## config.mk

```make
export PLATFORM = sky130hd
export DESIGN_NAME = stream_decrypter
export DESIGN_NICKNAME = d
export VERILOG_FILES = /design/src/rtl/decrypt_pkg.sv /design/src/rtl/keystream_lfsr.sv /design/src/rtl/stream_decrypter.sv
export SDC_FILE = /design/constraint.sdc
export NUM_CORES = 1
export LEC_CHECK = 0
export ABC_AREA = 1
export BUFFER_PORTS_ARGS = -buffer_cell sky130_fd_sc_hd__buf_2
export CORE_ASPECT_RATIO = 1.25
export CORE_UTILIZATION = 45
export CTS_CLUSTER_SIZE = 25
export DETAILED_ROUTE_END_ITERATION = 12
export GPL_ROUTABILITY_DRIVEN = 1
export HOLD_SLACK_MARGIN = 0.03
export PLACE_DENSITY_LB_ADDON = 0.12
export SLEW_MARGIN = 20
export SYNTH_ARGS = -nofsm -noshare
export SYNTH_HDL_FRONTEND = slang
export SYNTH_SLANG_ARGS = --single-unit
```

## constraint.sdc

```tcl
create_clock -name clk -period 2.25 [get_ports clk]
set_input_delay 0.45 -clock clk [delete_from_list [all_inputs] [get_ports clk]]
set_output_delay 0.45 -clock clk [all_outputs]
set_load 0.005 [all_outputs]
```

## src/rtl/decrypt_pkg.sv

```systemverilog
`default_nettype none
// ============================================================================
// Module      : decrypt_pkg
// Description : Shared definitions for the stream decrypter. It holds the
//               controller state encoding, the keystream mode constants, the
//               default Galois LFSR taps and the default key word.
// Revision    : 1.0 - initial release
// ============================================================================
package decrypt_pkg;

    // Controller states; the width is explicit so the encoding is fixed.
    typedef enum logic [1:0] {
        ST_IDLE  = 2'd0,
        ST_ISSUE = 2'd1,
        ST_DRAIN = 2'd2,
        ST_DONE  = 2'd3
    } state_t;

    // Keystream selection
    localparam logic MODE_STATIC = 1'b0;
    localparam logic MODE_LFSR   = 1'b1;

    // Default 8-bit Galois feedback taps and default key word
    localparam logic [7:0] DEFAULT_LFSR_POLY = 8'hB8;
    localparam logic [7:0] DEFAULT_KEY       = 8'hB3;

endpackage
`default_nettype wire

```

## src/rtl/keystream_lfsr.sv

```systemverilog
`default_nettype none
// ============================================================================
// Module      : keystream_lfsr
// Description : Keystream generator. In static mode it holds the key. In
//               LFSR mode it holds a Galois LFSR that steps once per advance.
//   clk     - system clock
//   rst_n   - asynchronous active-low reset
//   load    - capture seed and mode (job start)
//   seed    - key / LFSR seed
//   advance - step the LFSR (one returned word consumed)
//   mode    - MODE_STATIC or MODE_LFSR, sampled on load
//   ks      - current keystream word
// Revision    : 1.0 - initial release
// ============================================================================
module keystream_lfsr
    import decrypt_pkg::*;
#(
    parameter int                DATA_W    = 8,
    parameter logic [DATA_W-1:0] LFSR_POLY = DEFAULT_LFSR_POLY
) (
    input  logic              clk,
    input  logic              rst_n,
    input  logic              load,
    input  logic [DATA_W-1:0] seed,
    input  logic              advance,
    input  logic              mode,
    output logic [DATA_W-1:0] ks
);

    logic              r_mode;
    logic [DATA_W-1:0] r_state;
    logic [DATA_W-1:0] w_seed;
    logic [DATA_W-1:0] w_next;

    always_comb begin
        // An all-zero Galois LFSR never leaves zero, so seed it with all-ones.
        w_seed = seed;
        if (mode == MODE_LFSR && seed == '0) begin
            w_seed = '1;
        end
        w_next = (r_state >> 1) ^ (r_state[0] ? LFSR_POLY : '0);
    end

    always_ff @(posedge clk or negedge rst_n) begin
        if (!rst_n) begin
            r_mode  <= MODE_STATIC;
            r_state <= '0;
        end else if (load) begin
            r_mode  <= mode;
            r_state <= w_seed;
        end else if (advance && r_mode == MODE_LFSR) begin
            r_state <= w_next;
        end
    end

    assign ks = r_state;

endmodule
`default_nettype wire

```

## src/rtl/stream_decrypter.sv

```systemverilog
`default_nettype none
// ============================================================================
// Module      : stream_decrypter
// Description : Reads LENGTH words from a source buffer, XORs each word with
//               a static or LFSR keystream and writes the result to a
//               destination buffer. The source RAM may have a read latency of
//               RD_LAT cycles.
//   clk, rst_n         - clock, asynchronous active-low reset
//   start              - job request (honoured only when idle)
//   mode, key          - keystream selection and key / seed
//   length             - word count (0 allowed)
//   src_base, dst_base - first read / write address
//   encrypted_data     - source RAM data, RD_LAT cycles after rd_en
//   rd_en, read_addr   - source read strobe and address
//   wr_en, write_addr, decrypted_data - destination write port
//   busy, done         - job in progress / one-cycle completion pulse
// Revision    : 1.0 - initial release
// ============================================================================
module stream_decrypter
    import decrypt_pkg::*;
#(
    parameter int                DATA_W    = 8,
    parameter int                ADDR_W    = 15,
    parameter int                RD_LAT    = 1,
    parameter logic [DATA_W-1:0] LFSR_POLY = DEFAULT_LFSR_POLY
) (
    input  logic              clk,
    input  logic              rst_n,
    input  logic              start,
    input  logic              mode,
    input  logic [DATA_W-1:0] key,
    input  logic [ADDR_W-1:0] length,
    input  logic [ADDR_W-1:0] src_base,
    input  logic [ADDR_W-1:0] dst_base,
    input  logic [DATA_W-1:0] encrypted_data,
    output logic              rd_en,
    output logic [ADDR_W-1:0] read_addr,
    output logic              wr_en,
    output logic [ADDR_W-1:0] write_addr,
    output logic [DATA_W-1:0] decrypted_data,
    output logic              busy,
    output logic              done
);

    state_t            r_state;
    logic [ADDR_W-1:0] r_remaining;   // reads still to issue after the current one
    logic [ADDR_W-1:0] r_wr_ptr;      // address for the next returned word
    logic [RD_LAT-1:0] r_vld;         // tracks outstanding reads through the RAM
    logic              w_accept;
    logic              w_ret;
    logic [DATA_W-1:0] w_ks;

    assign w_accept = start && (r_state == ST_IDLE);
    assign w_ret    = r_vld[RD_LAT-1];

    // Controller: read issue, completion and status
    always_ff @(posedge clk or negedge rst_n) begin
        if (!rst_n) begin
            r_state     <= ST_IDLE;
            rd_en       <= 1'b0;
            read_addr   <= '0;
            r_remaining <= '0;
            busy        <= 1'b0;
            done        <= 1'b0;
        end else begin
            done <= 1'b0;
            case (r_state)
                ST_IDLE: begin
                    if (start) begin
                        busy <= 1'b1;
                        if (length == '0) begin
                            r_state <= ST_DONE;
                            done    <= 1'b1;
                        end else begin
                            r_state     <= ST_ISSUE;
                            rd_en       <= 1'b1;
                            read_addr   <= src_base;
                            r_remaining <= length - ADDR_W'(1);
                        end
                    end
                end
                ST_ISSUE: begin
                    if (r_remaining == '0) begin
                        rd_en   <= 1'b0;
                        r_state <= ST_DRAIN;
                    end else begin
                        read_addr   <= read_addr + ADDR_W'(1);
                        r_remaining <= r_remaining - ADDR_W'(1);
                    end
                end
                ST_DRAIN: begin
                    // With no read in flight, the output register holds at most
                    // the final write, which retires on this same edge.
                    if (r_vld == '0) begin
                        r_state <= ST_DONE;
                        done    <= 1'b1;
                    end
                end
                ST_DONE: begin
                    busy    <= 1'b0;
                    r_state <= ST_IDLE;
                end
                default: r_state <= ST_IDLE;
            endcase
        end
    end

    // Data path: read-valid pipeline and registered write port
    always_ff @(posedge clk or negedge rst_n) begin
        if (!rst_n) begin
            r_vld          <= '0;
            r_wr_ptr       <= '0;
            wr_en          <= 1'b0;
            write_addr     <= '0;
            decrypted_data <= '0;
        end else begin
            r_vld[0] <= rd_en;
            for (int i = 1; i < RD_LAT; i++) begin
                r_vld[i] <= r_vld[i-1];
            end
            wr_en <= w_ret;
            if (w_accept) begin
                r_wr_ptr <= dst_base;
            end else if (w_ret) begin
                r_wr_ptr       <= r_wr_ptr + ADDR_W'(1);
                write_addr     <= r_wr_ptr;
                decrypted_data <= encrypted_data ^ w_ks;
            end
        end
    end

    // The LFSR steps only on returned words, keeping it word-aligned.
    keystream_lfsr #(
        .DATA_W    (DATA_W),
        .LFSR_POLY (LFSR_POLY)
    ) u_keystream (
        .clk     (clk),
        .rst_n   (rst_n),
        .load    (w_accept),
        .seed    (key),
        .advance (w_ret),
        .mode    (mode),
        .ks      (w_ks)
    );

endmodule
`default_nettype wire

```

[After elaboration in Yosys (flattened, before gate mapping)]
Index checks and enable logic that the tools add are counted.
Widths: inputs -> output; s select.
Word-level totals
  bits in latches: 0
  bits in read-only memories: 0
  bits in writable memories: 0
  memories kept: 0
  input port bits: 65
  register bits: 84
  logic and storage cells: 73
Operators by class
  multiply operators: 0
  reductions and logical operators: 16
  add/subtract/negate cells: 4
  shifts and indexed selects: 0
  div/mod/pow operators: 0
  equal/unequal tests: 8
  $lt $le $gt $ge: 0
  multiplexer cells: 29
  bitwise gates (word level): 3
Operators with widths (number)
  $mux 15: 8
  $pmux 15 s2: 2
  $mux 8: 4
  $add 15x1->15 const B: 2
  $logic_not 15->1: 2
  $sub 15x1->15 const B: 2
  $ne 2x2->1 const B: 5
  $logic_not 8->1: 1
  $mux 2: 4
  $pmux 2 s4: 1
  $reduce_and 4->1: 2
  $reduce_bool 2->1: 4
  $xor 7x8->8: 1
  $xor 8x8->8: 1
  $mux 1: 7
  $pmux 1 s2: 3
  $eq 2x2->1 const B: 2
  $reduce_and 2->1: 2
  $logic_and 1x1->1: 3
  $reduce_and 3->1: 1
  $eq 2x1->1 const B: 1
  $logic_not 2->1: 1
  $not 1->1: 1

[Logic depth before layout (Yosys ltp)]
Gate-level depths: netlist of the first run.
  word-level depth: 4
  gate-level depth with buffers: 15
  depth with buffers taken out: 13

[By module]
A second synthesis of the first run with hierarchy kept.
Unflattened totals
  cell total of the unflattened synthesis: 757
  area total of the unflattened synthesis: 5293.8 um^2
By module, submodules not included
  stream_decrypter: cells an instance 673, times used 1, seq. area each 1876.8 um^2, area each 4714.5 um^2
  keystream_lfsr: cells an instance 84, times used 1, seq. area each 225.2 um^2, area each 579.3 um^2

[Least setup slack after synthesis of the first run]
OpenSTA, ideal clock, no wires.
  path kind: register to register
  start point: reg r_state[1]
  end point: reg r_remaining[14]
  slack: 0.219 ns
  cell stages (with the launch flop): 15
  library setup time: 0.117 ns
  data arrival time: 1.914 ns
  data required time: 2.133 ns
  cells stage by stage: dfrtp_1 > inv_1 > ha_1 > buf_6 > inv_2 > buf_6 > nand2_1 > o21ai_1 > inv_1 > ha_1 > nand3_1 > nor2_1 > nand3_1 > nand3_1 > nand2_1
On the way
  longest elaborated chain between the ends: 3
  elaborated cells on any way between the ends: 8
  classes of those cells: eq/ne: 4; mux: 1; reduce/logical: 3
Ends and longest elaborated chain
  start, declared: line stream_decrypter.sv:45  | state_t r_state;
  start signal, assigned: line stream_decrypter.sv:59  | r_state <= ST_IDLE;
  start signal, assigned: line stream_decrypter.sv:72  | r_state <= ST_DONE;
  start signal, assigned: line stream_decrypter.sv:75  | r_state <= ST_ISSUE;
  $eq 2x1->1 or $logic_not 2->1 (tied branches): line stream_decrypter.sv:67  | case (r_state)
  $ne 2x2->1 (no line) or $reduce_bool 2->1 (tied branches)
  $reduce_and 4->1 (no line)
  end signal, assigned: line stream_decrypter.sv:78  | r_remaining <= length - ADDR_W'(1);
  end signal, assigned: line stream_decrypter.sv:88  | r_remaining <= r_remaining - ADDR_W'(1);
  end, declared: line stream_decrypter.sv:46  | logic [ADDR_W-1:0] r_remaining;
Parallel ways exist; a longest one is shown, timed or not.
A chain may end at the register's enable or synchronous reset.

[Worst setup path in the final report of the first run]
  start point: reg r_state[1]
  end point: reg r_remaining[10]
The elaborated chain is that of the path after synthesis.

==> results of run 1 <==
-- what timing repair did --
action                     4_1_cts  5_1_grt
resized for setup                0        7
buffers inserted                 0        0
setup endpoints to repair        0       15
-- synthesized netlist by cell type (all sizes together) --
| master | instances |
|---|---|
| nor3 | 2 |
| ha | 7 |
| o211ai | 7 |
| dfrtp | 84 |
| nand3 | 56 |
| nor2 | 79 |
| nand2 | 301 |
| o21bai | 2 |
| nand3b | 1 |
| o31ai | 1 |
| inv | 76 |
| nand4 | 13 |
| clkbuf | 5 |
| o21a | 1 |
| o21ai | 60 |
| or2 | 6 |
| o221ai | 1 |
| o2111ai | 3 |
| buf | 21 |
| a21oi | 7 |
| xnor2 | 11 |
| xor2 | 7 |
-- power breakdown --
group          leakage, nW  internal (W)  total [W]  switching [W]
combinational         2.06       0.00164    0.00425        0.00261
clock                0.157       0.00109    0.00169       0.000600
sequential            1.03       0.00226    0.00286       0.000602
-- sequential cells by signal, indices dropped and copies added (netlist names) --
signal and cells:
write_addr 15, read_addr 15, r_remaining 15, u_keystream.ks 8, r_vld 1, done 1
r_wr_ptr 15, u_keystream.r_mode 1, decrypted_data 8, wr_en 1, busy 1, r_state 2
rd_en 1
-- worst min-delay path by stage --
| stage | from | end | slack (ns) |
|---|---|---|---|
| finish | rst_n | decrypted_data[2]$_DFFE_PN0P_ | 0.05 |
| global route | rst_n | decrypted_data[2]$_DFFE_PN0P_ | 0.09 |
| CTS | rst_n | decrypted_data[2]$_DFFE_PN0P_ | 0.07 |
| detailed placement | rd_en$_DFFE_PN0P_ | r_vld$_DFF_PN0_ | 0.40 |
| global placement | rd_en$_DFFE_PN0P_ | r_vld$_DFF_PN0_ | 0.39 |
| floorplan | rst_n | busy$_DFFE_PN0P_ | 0.15 |
-- stage by stage --
step / total power [W] / hold WS [ns] / TNS, ns / instance area, um2 / utilization
after floorplan: 0.00576 / 0.154 / 0 / 5090 / -
after global placement: 0.00697 / 0.388 / 0 / 5800 / 0.526
after detailed placement: 0.00711 / 0.399 / 0 / 5800 / 0.526
after CTS: 0.00883 / 0.0660 / 0 / 6140 / 0.556
after global routing: 0.00960 / 0.0852 / -0.0982 / 6160 / 0.558
final: 0.00880 / 0.0518 / 0 / 6160 / 0.558
-- cells by family (layout without fill, tap and decap cells) --
| family | after synthesis | after routing | share of synthesized area |
|---|---|---|---|
| AND/OR/NAND/NOR | 458 | 458 | 0.365 |
| buffers and inverters | 102 | 213 | 0.0834 |
| flip-flops | 84 | 84 | 0.413 |
| AO/OA/AOI/OAI | 82 | 82 | 0.0898 |
| XOR/XNOR | 18 | 18 | 0.0310 |
| adder cells (fa/ha/maj) | 7 | 7 | 0.0172 |
-- area by class of cell --
cell class	count	area [um2]
Clock buffer	12	236
Clock inverter	4	97.6
Fill cell	1049	4870
Inverter	76	285
Multi-Input combinational cell	565	2570
Sequential cell	84	2100
Tap cell	135	169
Timing Repair Buffer	121	694
-- worst max-delay path, stage by stage, from the launching register on --
cell and delay (ns):
sky130_fd_sc_hd__dfrtp_1 0.40, sky130_fd_sc_hd__inv_1 0.10, sky130_fd_sc_hd__ha_1 0.21, sky130_fd_sc_hd__inv_2 0.13
sky130_fd_sc_hd__o21ai_1 0.29, sky130_fd_sc_hd__inv_1 0.11, sky130_fd_sc_hd__ha_1 0.23, sky130_fd_sc_hd__nand3_1 0.19
sky130_fd_sc_hd__nor2_4 0.07, sky130_fd_sc_hd__nand2_1 0.06, sky130_fd_sc_hd__nand2_1 0.04, sky130_fd_sc_hd__nand3_1 0.08
sky130_fd_sc_hd__nand2_1 0.06
-- metal layers --
layer | routed length (um) | part of all wire | global-route usage
met1 | 5570 | 0.44 | 0.275
met2 | 6350 | 0.50 | 0.394
met3 | 522 | 0.041 | 0.0288
met4 | 217 | 0.017 | 0.0886
met5 | 0 | 0 | 0
==> summary.json, run 1 <==
{
  "cts_hold_buffers": 0,
  "floorplan.core_area_um2": 11000,
  "synth.cell_area_um2": 5090,
  "clock_tree.root_cell": "sky130_fd_sc_hd__clkbuf_16",
  "clock.fmax_mhz": 477,
  "ir_drop_uv": 519,
  "die_width_um": 97.1,
  "crit_start": "r_state[1]$_DFFE_PN0P_",
  "reg2reg_to": "r_remaining[10]$_DFFE_PN0P_",
  "clkSlewWorstSetupHoldPaths_ns": 0.06,
  "mostFrequentLayoutCells": "sky130_fd_sc_hd__nand2_1, sky130_fd_sc_hd__buf_2, sky130_fd_sc_hd__dfrtp_1, sky130_fd_sc_hd__inv_1, sky130_fd_sc_hd__nor2_1",
  "synth.yosys.seq_area_share": 0.413,
  "area_growth_syn_to_layout_pct": 21.1,
  "ctsLongestPathBuffers": 2,
  "cts.htree.levels": 3,
  "hold_viol": 0,
  "power_leakage_nw": 3.25,
  "critical_path.startpoint_type": "flip-flop",
  "first_pass_detailed_route_iteration_total": 4,
  "die_area_um2": 11700,
  "grt_start_max_net_pins": 43,
  "crit_end": "r_remaining[10]$_DFFE_PN0P_",
  "fp-row-count": 43,
  "final_worst_path_period_need_ns": 2.10,
  "drt_first_iter_violations": 227,
  "cp.arrival_ns": 2.33,
  "main_area_contributors_after_synthesis": "sky130_fd_sc_hd__dfrtp_1, sky130_fd_sc_hd__nand2_1, sky130_fd_sc_hd__o21ai_0",
  "yosys_warnings": 0,
  "reg2reg_setup_slack_ns": 0.15,
  "routed_wl_um": 12700,
  "final.setup.worst_slack_ns": 0.154,
  "globalRoute.totalOverflow": 0,
  "synth.largest_area_cell": "sky130_fd_sc_hd__dfrtp_1",
  "dpl.cell_count": 981,
  "finish.cell_count_without_fillers": 997,
  "max-slew-margin-rel": 0.675,
  "hold_class": "in -> async",
  "wl_per_cell_um": 12.7,
  "grt_pass1_vias": 4634,
  "max_cap_violations": 0,
  "timing.critical_path.fanout_max": 13,
  "timing.final.crit_share": 0.932,
  "port_buffers": 106,
  "finalWeightedCongestion": 0.910,
  "critPathCaptureType": "flip-flop",
  "insertion_delay_ns": 0.35,
  "io_pins": 107,
  "final_layout_size_suffix_gt1_frac": 0.177,
  "layout_commonest_cell": "sky130_fd_sc_hd__nand2_1",
  "syn_avg_cell_area_um2": 6.77,
  "antenna_cells_inserted": 0,
  "detailedPlace.worstSlack_ns": 0.0566,
  "worst_ep_required_time_ns": 2.48,
  "drc_errors": 0,
  "tritoncts.num_buffers": 9,
  "cts_tree": "built",
  "final_nets": 929,
  "vias": 4972,
  "antenna_violating_nets_post_route": 0,
  "final-max-slew-violation-count": 0,
  "status": "completed",
  "synth_nets": 823,
  "report.final.setup_viol": 0,
  "rsz_0062_raised_after_global_routing": "true",
  "avgViaCountPerCell": 4.99,
  "global_route.usage.total": 0.223,
  "synthesized_instance_count": 751,
  "antenna_found_initial": 0,
  "launch_point_of_the_worst_reg_to_reg_path": "r_state[1]$_DFFE_PN0P_",
  "clk_sink_count": 84,
  "grt_pass1_wl_um": 21200,
  "ys_ff_latch": 84,
  "worst-setup-path-type": "reg -> reg",
  "worst-r2r-cell-count": 12,
  "timing.clock.skew_ns": 0.00945,
  "die_h_um": 121,
  "start_util": 0.461,
  "dp_hpwl_um": 9410,
  "synth_cell_type_count": 29,
  "worstMarginPinSlew_ns": 0.488,
  "power.density_nw_per_um2": 1430,
  "synthDominantCellAreaShare": 0.413
}
Note: power is estimated with default switching activity, not from simulation.
==> run 2: changes to the inputs <==
--- a/config.mk
+++ b/config.mk
@@ -13,7 +13,7 @@
 export DETAILED_ROUTE_END_ITERATION = 12
 export GPL_ROUTABILITY_DRIVEN = 1
 export HOLD_SLACK_MARGIN = 0.03
-export PLACE_DENSITY_LB_ADDON = 0.12
+export PLACE_DENSITY = 0.68
 export SLEW_MARGIN = 20
 export SYNTH_ARGS = -nofsm -noshare
 export SYNTH_HDL_FRONTEND = slang
==> run 2 against run 1 <==
Wire length up 2.5%. Utilization is 0.091 points lower. Non-clock buffer count stayed put. Die area unchanged. Hold slack better by 0.26 ns. Critical endpoint is now r_remaining[4]$_DFFE_PN0P_. Critical path depth down 1. First-iteration DRC count increased by 12%. Largest power group unchanged. Via count increased by 2.5%.
==> summary.json, run 2 (same netlist as run 1, synthesis figures left out) <==
{
  "status": "completed",
  "die_width": {"value": 97.1, "unit": "um", "change": "unchanged"},
  "post_cts_setup_repair_bufs": {"value": 0, "change": "unchanged"},
  "internal_portion_of_total_power": {"value": 0.00482, "unit": "W", "change": "-3.3%"},
  "cts_tree": "built",
  "final_worst_path_period_need": {"value": 2.03, "unit": "ns", "change": "-0.0696 ns"},
  "mostFrequentLayoutCells": "sky130_fd_sc_hd__nand2_1, sky130_fd_sc_hd__buf_2, sky130_fd_sc_hd__dfrtp_1, sky130_fd_sc_hd__inv_1, sky130_fd_sc_hd__nor2_1",
  "drt_first_iter_violations": {"value": 254, "change": "+12%"},
  "start_util": {"value": 0.461, "change": "unchanged"},
  "worst_ep_required_time": {"value": 2.51, "unit": "ns", "change": "+0.03 ns"},
  "power.sequential.fraction": {"value": 0.331, "change": "+0.006"},
  "max_cap_violations": {"value": 0, "change": "unchanged"},
  "grt_start_max_net_pins": {"value": 43, "change": "unchanged"},
  "cts.htree.levels": {"value": 3, "change": "unchanged"},
  "antenna_violating_nets_post_route": {"value": 0, "change": "unchanged"},
  "floorplan.core_area": {"value": 11000, "unit": "um2", "change": "unchanged"},
  "wl_met2": {"value": 6420, "unit": "um", "change": "+1.1%"},
  "sw_frac_of_total": {"value": 0.447, "change": "+0.0131"},
  "antenna_cells_inserted": {"value": 0, "change": "unchanged"},
  "area_growth_syn_to_layout_pct": 20.9,
  "maxUsedRoutingLayer": "met4",
  "routed_wl": {"value": 13000, "unit": "um", "change": "+2.5%"},
  "clock_power_share": {"value": 0.181, "change": "-0.011"},
  "ctsLongestPathBuffers": {"value": 2, "change": "unchanged"},
  "port_buffers": {"value": 106, "change": "unchanged"},
  "grt_pass1_vias": {"value": 4799, "change": "+3.6%"},
  "grt_pass1_wl": {"value": 21700, "unit": "um", "change": "+2.5%"},
  "final_nets": {"value": 929, "change": "unchanged"},
  "first_pass_detailed_route_iteration_total": {"value": 5, "change": "+1"},
  "worstMarginPinSlew": {"value": 0.484, "unit": "ns", "change": "-0.00382 ns"},
  "report.final.setup_viol": {"value": 0, "change": "unchanged"},
  "share_comb_of_total_power": {"value": 0.487, "change": "+0.004"},
  "antenna_found_initial": {"value": 0, "change": "unchanged"},
  "power.density": {"value": 1420, "unit": "nW/um2", "change": "-0.87%"},
  "wl_met3": {"value": 585, "unit": "um", "change": "+12%"},
  "fin_tns_setup": {"value": 0, "unit": "ns", "change": "unchanged"},
  "timing.critical_path.fanout_max": {"value": 11, "change": "-2"},
  "critical_path.startpoint_type": "flip-flop",
  "final-max-slew-violation-count": {"value": 0, "change": "unchanged"},
  "die_h": {"value": 121, "unit": "um", "change": "unchanged"},
  "clock_tree.root_cell": "sky130_fd_sc_hd__clkbuf_16",
  "io_pins": {"value": 107, "change": "unchanged"},
  "globalRoute.totalOverflow": {"value": 0, "change": "unchanged"},
  "p_switching": {"value": 0.00389, "unit": "W", "change": "+2.0%"},
  "hold_viol": {"value": 0, "change": "unchanged"},
  "hold_class": "in -> reg",
  "clock.fmax": {"value": 493, "unit": "MHz", "change": "+3.4%"},
  "vias": {"value": 5097, "change": "+2.5%"},
  "drc_errors": {"value": 0, "change": "unchanged"},
  "timing.clock.skew": {"value": 0.00718, "unit": "ns", "change": "-0.00228 ns"},
  "placed_cell_area": {"value": 5790, "unit": "um2", "change": "-0.13%"},
  "ir_drop": {"value": 541, "unit": "uV", "change": "+4.2%"},
  "layout_commonest_cell": "sky130_fd_sc_hd__nand2_1",
  "global_route.usage.total": {"value": 0.229, "change": "+0.00622"},
  "clk_sink_count": {"value": 84, "change": "unchanged"},
  "insertion_delay": {"value": 0.34, "unit": "ns", "change": "about the same"},
  "power_leakage": {"value": 3.25, "unit": "nW", "change": "about the same"},
  "finalWeightedCongestion": {"value": 0.872, "change": "-4.2%"},
  "rsz_0062_raised_after_global_routing": "false",
  "clkSlewWorstSetupHoldPaths": {"value": 0.07, "unit": "ns", "change": "about the same"},
  "timing.final.crit_share": {"value": 0.901, "change": "-0.0309"},
  "die_area": {"value": 11700, "unit": "um2", "change": "unchanged"},
  "worst-setup-path-type": "reg -> reg",
  "post_route_standard_cell_area_excluding_fillers": {"value": 6150, "unit": "um2", "change": "-0.16%"},
  "dp_hpwl": {"value": 9480, "unit": "um", "change": "+0.72%"},
  "wl_per_cell": {"value": 13.0, "unit": "um", "change": "+2.5%"},
  "tritoncts.num_buffers": {"value": 9, "change": "unchanged"},
  "fp-row-count": {"value": 43, "change": "unchanged"},
  "max-slew-margin-rel": {"value": 0.676, "change": "+0.00141"},
  "wl_met1": {"value": 5630, "unit": "um", "change": "+1.1%"},
  "avgViaCountPerCell": {"value": 5.11, "change": "+2.5%"},
  "cp.arrival": {"value": 2.29, "unit": "ns", "change": "-0.04 ns"},
  "critPathCaptureType": "flip-flop",
  "final_layout_size_suffix_gt1_frac": {"value": 0.181, "change": "+0.00348"}
}
==> run 2: final cells by class <==
cell class | count | area (um2)
Inverter | 76 | 288
Timing Repair Buffer | 121 | 697
Clock inverter | 5 | 67.6
Multi-Input combinational cell | 565 | 2570
Tap cell | 135 | 169
Fill cell | 1084 | 4880
Clock buffer | 11 | 253
Sequential cell | 84 | 2100
==> run 2: worst max-delay path, stage by stage, from the launching register on <==
cell,delay (ns)
sky130_fd_sc_hd__dfrtp_1,0.40
sky130_fd_sc_hd__inv_1,0.10
sky130_fd_sc_hd__ha_1,0.23
sky130_fd_sc_hd__inv_4,0.10
sky130_fd_sc_hd__o21ai_2,0.23
sky130_fd_sc_hd__inv_1,0.09
sky130_fd_sc_hd__ha_1,0.23
sky130_fd_sc_hd__nand3_1,0.13
sky130_fd_sc_hd__buf_4,0.13
sky130_fd_sc_hd__xor2_1,0.18
sky130_fd_sc_hd__nand2_1,0.07
sky130_fd_sc_hd__o21ai_0,0.06
==> run 2: worst paths after layout <==
path                       cells past startpoint              startpoint                       endpoint  slack [ns]
min                                            3             dst_base[0]        r_wr_ptr[0]$_DFFE_PN0P_        0.32
min in group asynchronous                      2                   rst_n      write_addr[3]$_DFFE_PN0P_        0.55
max in group asynchronous                      3                   rst_n  u_keystream.ks[4]$_DFFE_PN0P_        1.08
max                                           11  r_state[1]$_DFFE_PN0P_     r_remaining[4]$_DFFE_PN0P_        0.22
max reg2reg                                   11  r_state[1]$_DFFE_PN0P_     r_remaining[4]$_DFFE_PN0P_        0.22
min reg2reg                                    0       rd_en$_DFFE_PN0P_                r_vld$_DFF_PN0_        0.41
==> run 2: what timing repair did <==
action	4_1_cts	5_1_grt
endpoints found under the setup margin	0	8
endpoints found under the hold margin	22	0
hold buffers	1	0
gates resized for setup	0	8
==> run 2: metal layers <==
layer | vias to the layer above | GRT usage
met1 | 2338 | 0.278
met5 | - | 0
met3 | 28 | 0.0288
met2 | 155 | 0.397
li1 | 2576 | -
met4 | 0 | 0.123
==> run 2: stage by stage <==
step | cells | util | hold WS (ns) | setup slack (ns) | total power, W
2_1_floorplan | 751 | - | 0.154 | 0.219 | 0.00576
3_3_place_gp | 980 | 0.525 | 0.382 | 0.234 | 0.00696
3_5_place_dp | 980 | 0.525 | 0.384 | 0.125 | 0.00709
4_1_cts | 997 | 0.555 | 0.315 | 0.129 | 0.00872
5_1_grt | 997 | 0.558 | 0.333 | 0.0206 | 0.00952
6_report | 997 | 0.558 | 0.316 | 0.223 | 0.00871
==> run 2: power by group through the flow <==
stage,sequential [W],combinational [W],clock [W]
finish,0.00289,0.00424,0.00158
global route,0.00299,0.00487,0.00167
CTS,0.00288,0.00423,0.00160
detailed placement,0.00290,0.00419,0
global placement,0.00286,0.00409,0
floorplan,0.00278,0.00297,0
==> run 3: changes to the inputs <==
--- a/config.mk
+++ b/config.mk
@@ -7,7 +7,6 @@
 export LEC_CHECK = 0
 export ABC_AREA = 1
 export BUFFER_PORTS_ARGS = -buffer_cell sky130_fd_sc_hd__buf_2
-export CORE_ASPECT_RATIO = 1.25
 export CORE_UTILIZATION = 45
 export CTS_CLUSTER_SIZE = 25
 export DETAILED_ROUTE_END_ITERATION = 12
==> run 3 against run 2 <==
Clock power down 18%. Final area down 1.3%. Cell count unchanged. Sequential power about the same. Utilization down 0.25 points. Die area about the same. Fmax about the same. Worst setup slack better by 0.00051 ns. Combinational power down 0.9%. Register-to-register slack about the same. Critical path type unchanged. Largest cell class unchanged.
==> summary.json, run 3 (same netlist as run 1, synthesis figures left out) <==
{
  "globalRoute.totalOverflow": {"value": 0, "change": "unchanged"},
  "cts_hold_buffers": {"value": 0, "change": "-1"},
  "insertion_delay": {"value": 0.33, "unit": "ns", "change": "about the same"},
  "fp-row-count": {"value": 38, "change": "-12%"},
  "finish.cell_count_without_fillers": {"value": 997, "change": "unchanged"},
  "tritoncts.num_buffers": {"value": 9, "change": "unchanged"},
  "post_cts_setup_repair_bufs": {"value": 0, "change": "unchanged"},
  "final_worst_path_period_need": {"value": 2.03, "unit": "ns", "change": "-0.000507 ns"},
  "clock_tree.root_cell": "sky130_fd_sc_hd__clkbuf_16",
  "internal_portion_of_total_power": {"value": 0.00460, "unit": "W", "change": "-4.6%"},
  "hold_class": "in -> async",
  "cp.arrival": {"value": 2.24, "unit": "ns", "change": "-0.05 ns"},
  "sw_frac_of_total": {"value": 0.451, "change": "+0.00464"},
  "p_switching": {"value": 0.00378, "unit": "W", "change": "-2.8%"},
  "die_width": {"value": 108, "unit": "um", "change": "+12%"},
  "finalWeightedCongestion": {"value": 0.868, "change": "-0.49%"},
  "cts.htree.levels": {"value": 3, "change": "unchanged"},
  "clock.fmax": {"value": 493, "unit": "MHz", "change": "about the same"},
  "max_cap_violations": {"value": 0, "change": "unchanged"},
  "post_route_standard_cell_area_excluding_fillers": {"value": 6070, "unit": "um2", "change": "-1.3%"},
  "power.sequential.fraction": {"value": 0.345, "change": "+0.014"},
  "timing.clock.skew": {"value": 0.00394, "unit": "ns", "change": "-0.00324 ns"},
  "reg2reg_setup_slack": {"value": 0.22, "unit": "ns", "change": "about the same"},
  "worstMarginPinSlew": {"value": 0.629, "unit": "ns", "change": "+0.146 ns"},
  "global_route.usage.total": {"value": 0.233, "change": "+0.00400"},
  "vias": {"value": 5009, "change": "-1.7%"},
  "area_growth_syn_to_layout_pct": 19.3,
  "power.density": {"value": 1380, "unit": "nW/um2", "change": "-2.6%"},
  "status": "completed",
  "avgViaCountPerCell": {"value": 5.02, "change": "-1.7%"},
  "port_buffers": {"value": 106, "change": "unchanged"},
  "grt_pass1_wl": {"value": 21600, "unit": "um", "change": "-0.82%"},
  "dp_hpwl": {"value": 9410, "unit": "um", "change": "-0.75%"},
  "antenna_cells_inserted": {"value": 0, "change": "unchanged"},
  "critical_path.startpoint_type": "flip-flop",
  "ctsLongestPathBuffers": {"value": 2, "change": "unchanged"},
  "worst-setup-path-type": "reg -> reg",
  "grt_start_max_net_pins": {"value": 49, "change": "+14%"},
  "cts_tree": "built",
  "report.final.setup_viol": {"value": 0, "change": "unchanged"},
  "reg2reg_to": "r_remaining[6]$_DFFE_PN0P_",
  "hold_viol": {"value": 0, "change": "unchanged"},
  "clkSlewWorstSetupHoldPaths": {"value": 0.06, "unit": "ns", "change": "about the same"},
  "power_leakage": {"value": 3.20, "unit": "nW", "change": "-1.6%"},
  "dpl.cell_count": {"value": 984, "change": "+0.41%"},
  "layout_commonest_cell": "sky130_fd_sc_hd__nand2_1",
  "drt_first_iter_violations": {"value": 267, "change": "+5.1%"},
  "max-slew-margin-rel": {"value": 0.580, "change": "-0.0960"},
  "fillCellCount": {"value": 1062, "change": "-2.0%"},
  "rsz_0062_raised_after_global_routing": "false",
  "mostFrequentLayoutCells": "sky130_fd_sc_hd__nand2_1, sky130_fd_sc_hd__buf_2, sky130_fd_sc_hd__dfrtp_1, sky130_fd_sc_hd__inv_1, sky130_fd_sc_hd__nor2_1",
  "timing.critical_path.fanout_max": {"value": 12, "change": "+1"},
  "launch_point_of_the_worst_reg_to_reg_path": "r_state[1]$_DFFE_PN0P_",
  "placed_cell_area": {"value": 5790, "unit": "um2", "change": "about the same"},
  "routed_wl": {"value": 12800, "unit": "um", "change": "-1.7%"},
  "drc_errors": {"value": 0, "change": "unchanged"},
  "critPathCaptureType": "flip-flop",
  "io_pins": {"value": 107, "change": "unchanged"},
  "ir_drop": {"value": 648, "unit": "uV", "change": "+20%"},
  "wl_per_cell": {"value": 12.8, "unit": "um", "change": "-1.7%"},
  "start_util": {"value": 0.465, "change": "+0.00396"},
  "timing.final.crit_share": {"value": 0.901, "change": "about the same"},
  "first_pass_detailed_route_iteration_total": {"value": 6, "change": "+1"},
  "final_nets": {"value": 927, "change": "-0.22%"},
  "final_layout_size_suffix_gt1_frac": {"value": 0.177, "change": "-0.00361"},
  "grt_pass1_vias": {"value": 4762, "change": "-0.77%"},
  "die_area": {"value": 11700, "unit": "um2", "change": "about the same"},
  "final-max-slew-violation-count": {"value": 0, "change": "unchanged"},
  "share_comb_of_total_power": {"value": 0.501, "change": "+0.014"},
  "clock_power_share": {"value": 0.154, "change": "-0.027"},
  "floorplan.core_area": {"value": 10900, "unit": "um2", "change": "-0.85%"},
  "die_h": {"value": 108, "unit": "um", "change": "-10%"},
  "worst_ep_required_time": {"value": 2.46, "unit": "ns", "change": "-0.05 ns"},
  "worst-r2r-cell-count": {"value": 13, "change": "+2"},
  "antenna_violating_nets_post_route": {"value": 0, "change": "unchanged"},
  "crit_start": "r_state[1]$_DFFE_PN0P_",
  "clk_sink_count": {"value": 84, "change": "unchanged"},
  "antenna_found_initial": {"value": 0, "change": "unchanged"},
  "fin_tns_setup": {"value": 0, "unit": "ns", "change": "unchanged"}
}
==> run 3: through the flow <==
stage | utilization | power (W) | hold slack [ns] | setup WS [ns]
floorplan | - | 0.00576 | 0.154 | 0.219
global placement | 0.530 | 0.00693 | 0.389 | 0.241
detailed placement | 0.530 | 0.00707 | 0.395 | 0.0920
CTS | 0.552 | 0.00840 | 0.148 | 0.0837
global route | 0.555 | 0.00926 | 0.169 | 0.00189
finish | 0.555 | 0.00838 | 0.128 | 0.224
==> run 3: power by group through the flow <==
stage	combinational (W)	sequential, W	clock, W
2_1_floorplan	0.00297	0.00278	0
3_3_place_gp	0.00407	0.00286	0
3_5_place_dp	0.00417	0.00290	0
4_1_cts	0.00419	0.00288	0.00133
5_1_grt	0.00488	0.00299	0.00139
6_report	0.00420	0.00289	0.00129
==> run 3: cell type report <==
cell class | count | area [um2] | area share
clock buffers | 10 | 229 | 0.0377
clock inverters | 3 | 17.5 | 0.00289
inverters | 76 | 285 | 0.0470
multi-input cells | 565 | 2580 | 0.426
flip-flops and latches | 84 | 2100 | 0.346
well taps | 140 | 175 | 0.0289
repair buffers | 119 | 676 | 0.111
==> run 3: metal layers <==
layer	vias to the layer above	global-route usage	share of wire
li1	2564	-	-
met1	2307	0.305	0.46
met2	127	0.395	0.48
met3	11	0.0440	0.052
met4	0	0.0627	0.0091
met5	-	0	0
==> run 3: worst max path at each step <==
stage / depth (start not counted) / slack (ns) / end
floorplan: 14 / 0.22 / r_remaining[14]$_DFFE_PN0P_
global placement: 11 / 0.24 / r_remaining[14]$_DFFE_PN0P_
detailed placement: 8 / 0.09 / r_wr_ptr[13]$_DFFE_PN0P_
CTS: 8 / 0.08 / r_wr_ptr[13]$_DFFE_PN0P_
global route: 13 / 0.002 / r_remaining[6]$_DFFE_PN0P_
finish: 13 / 0.22 / r_remaining[6]$_DFFE_PN0P_
==> run 3: critical path, stage by stage, from the launching register on <==
cell and delay, ns:
sky130_fd_sc_hd__dfrtp_1 0.38, sky130_fd_sc_hd__inv_1 0.11, sky130_fd_sc_hd__ha_4 0.18, sky130_fd_sc_hd__inv_2 0.09, sky130_fd_sc_hd__buf_6 0.15, sky130_fd_sc_hd__nand2_1 0.05, sky130_fd_sc_hd__nand2_1 0.08, sky130_fd_sc_hd__ha_2 0.21
sky130_fd_sc_hd__nand3_1 0.14, sky130_fd_sc_hd__buf_4 0.17, sky130_fd_sc_hd__o21ai_1 0.11, sky130_fd_sc_hd__nand2_1 0.07, sky130_fd_sc_hd__nand2_1 0.07, sky130_fd_sc_hd__o21ai_0 0.08
==> run 3: what timing repair did <==
| action | 4_1_cts | 5_1_grt |
|---|---|---|
| gates resized for setup | 0 | 9 |
| endpoints found under the setup margin | 0 | 18 |
| endpoints found under the hold margin | 0 | 0 |
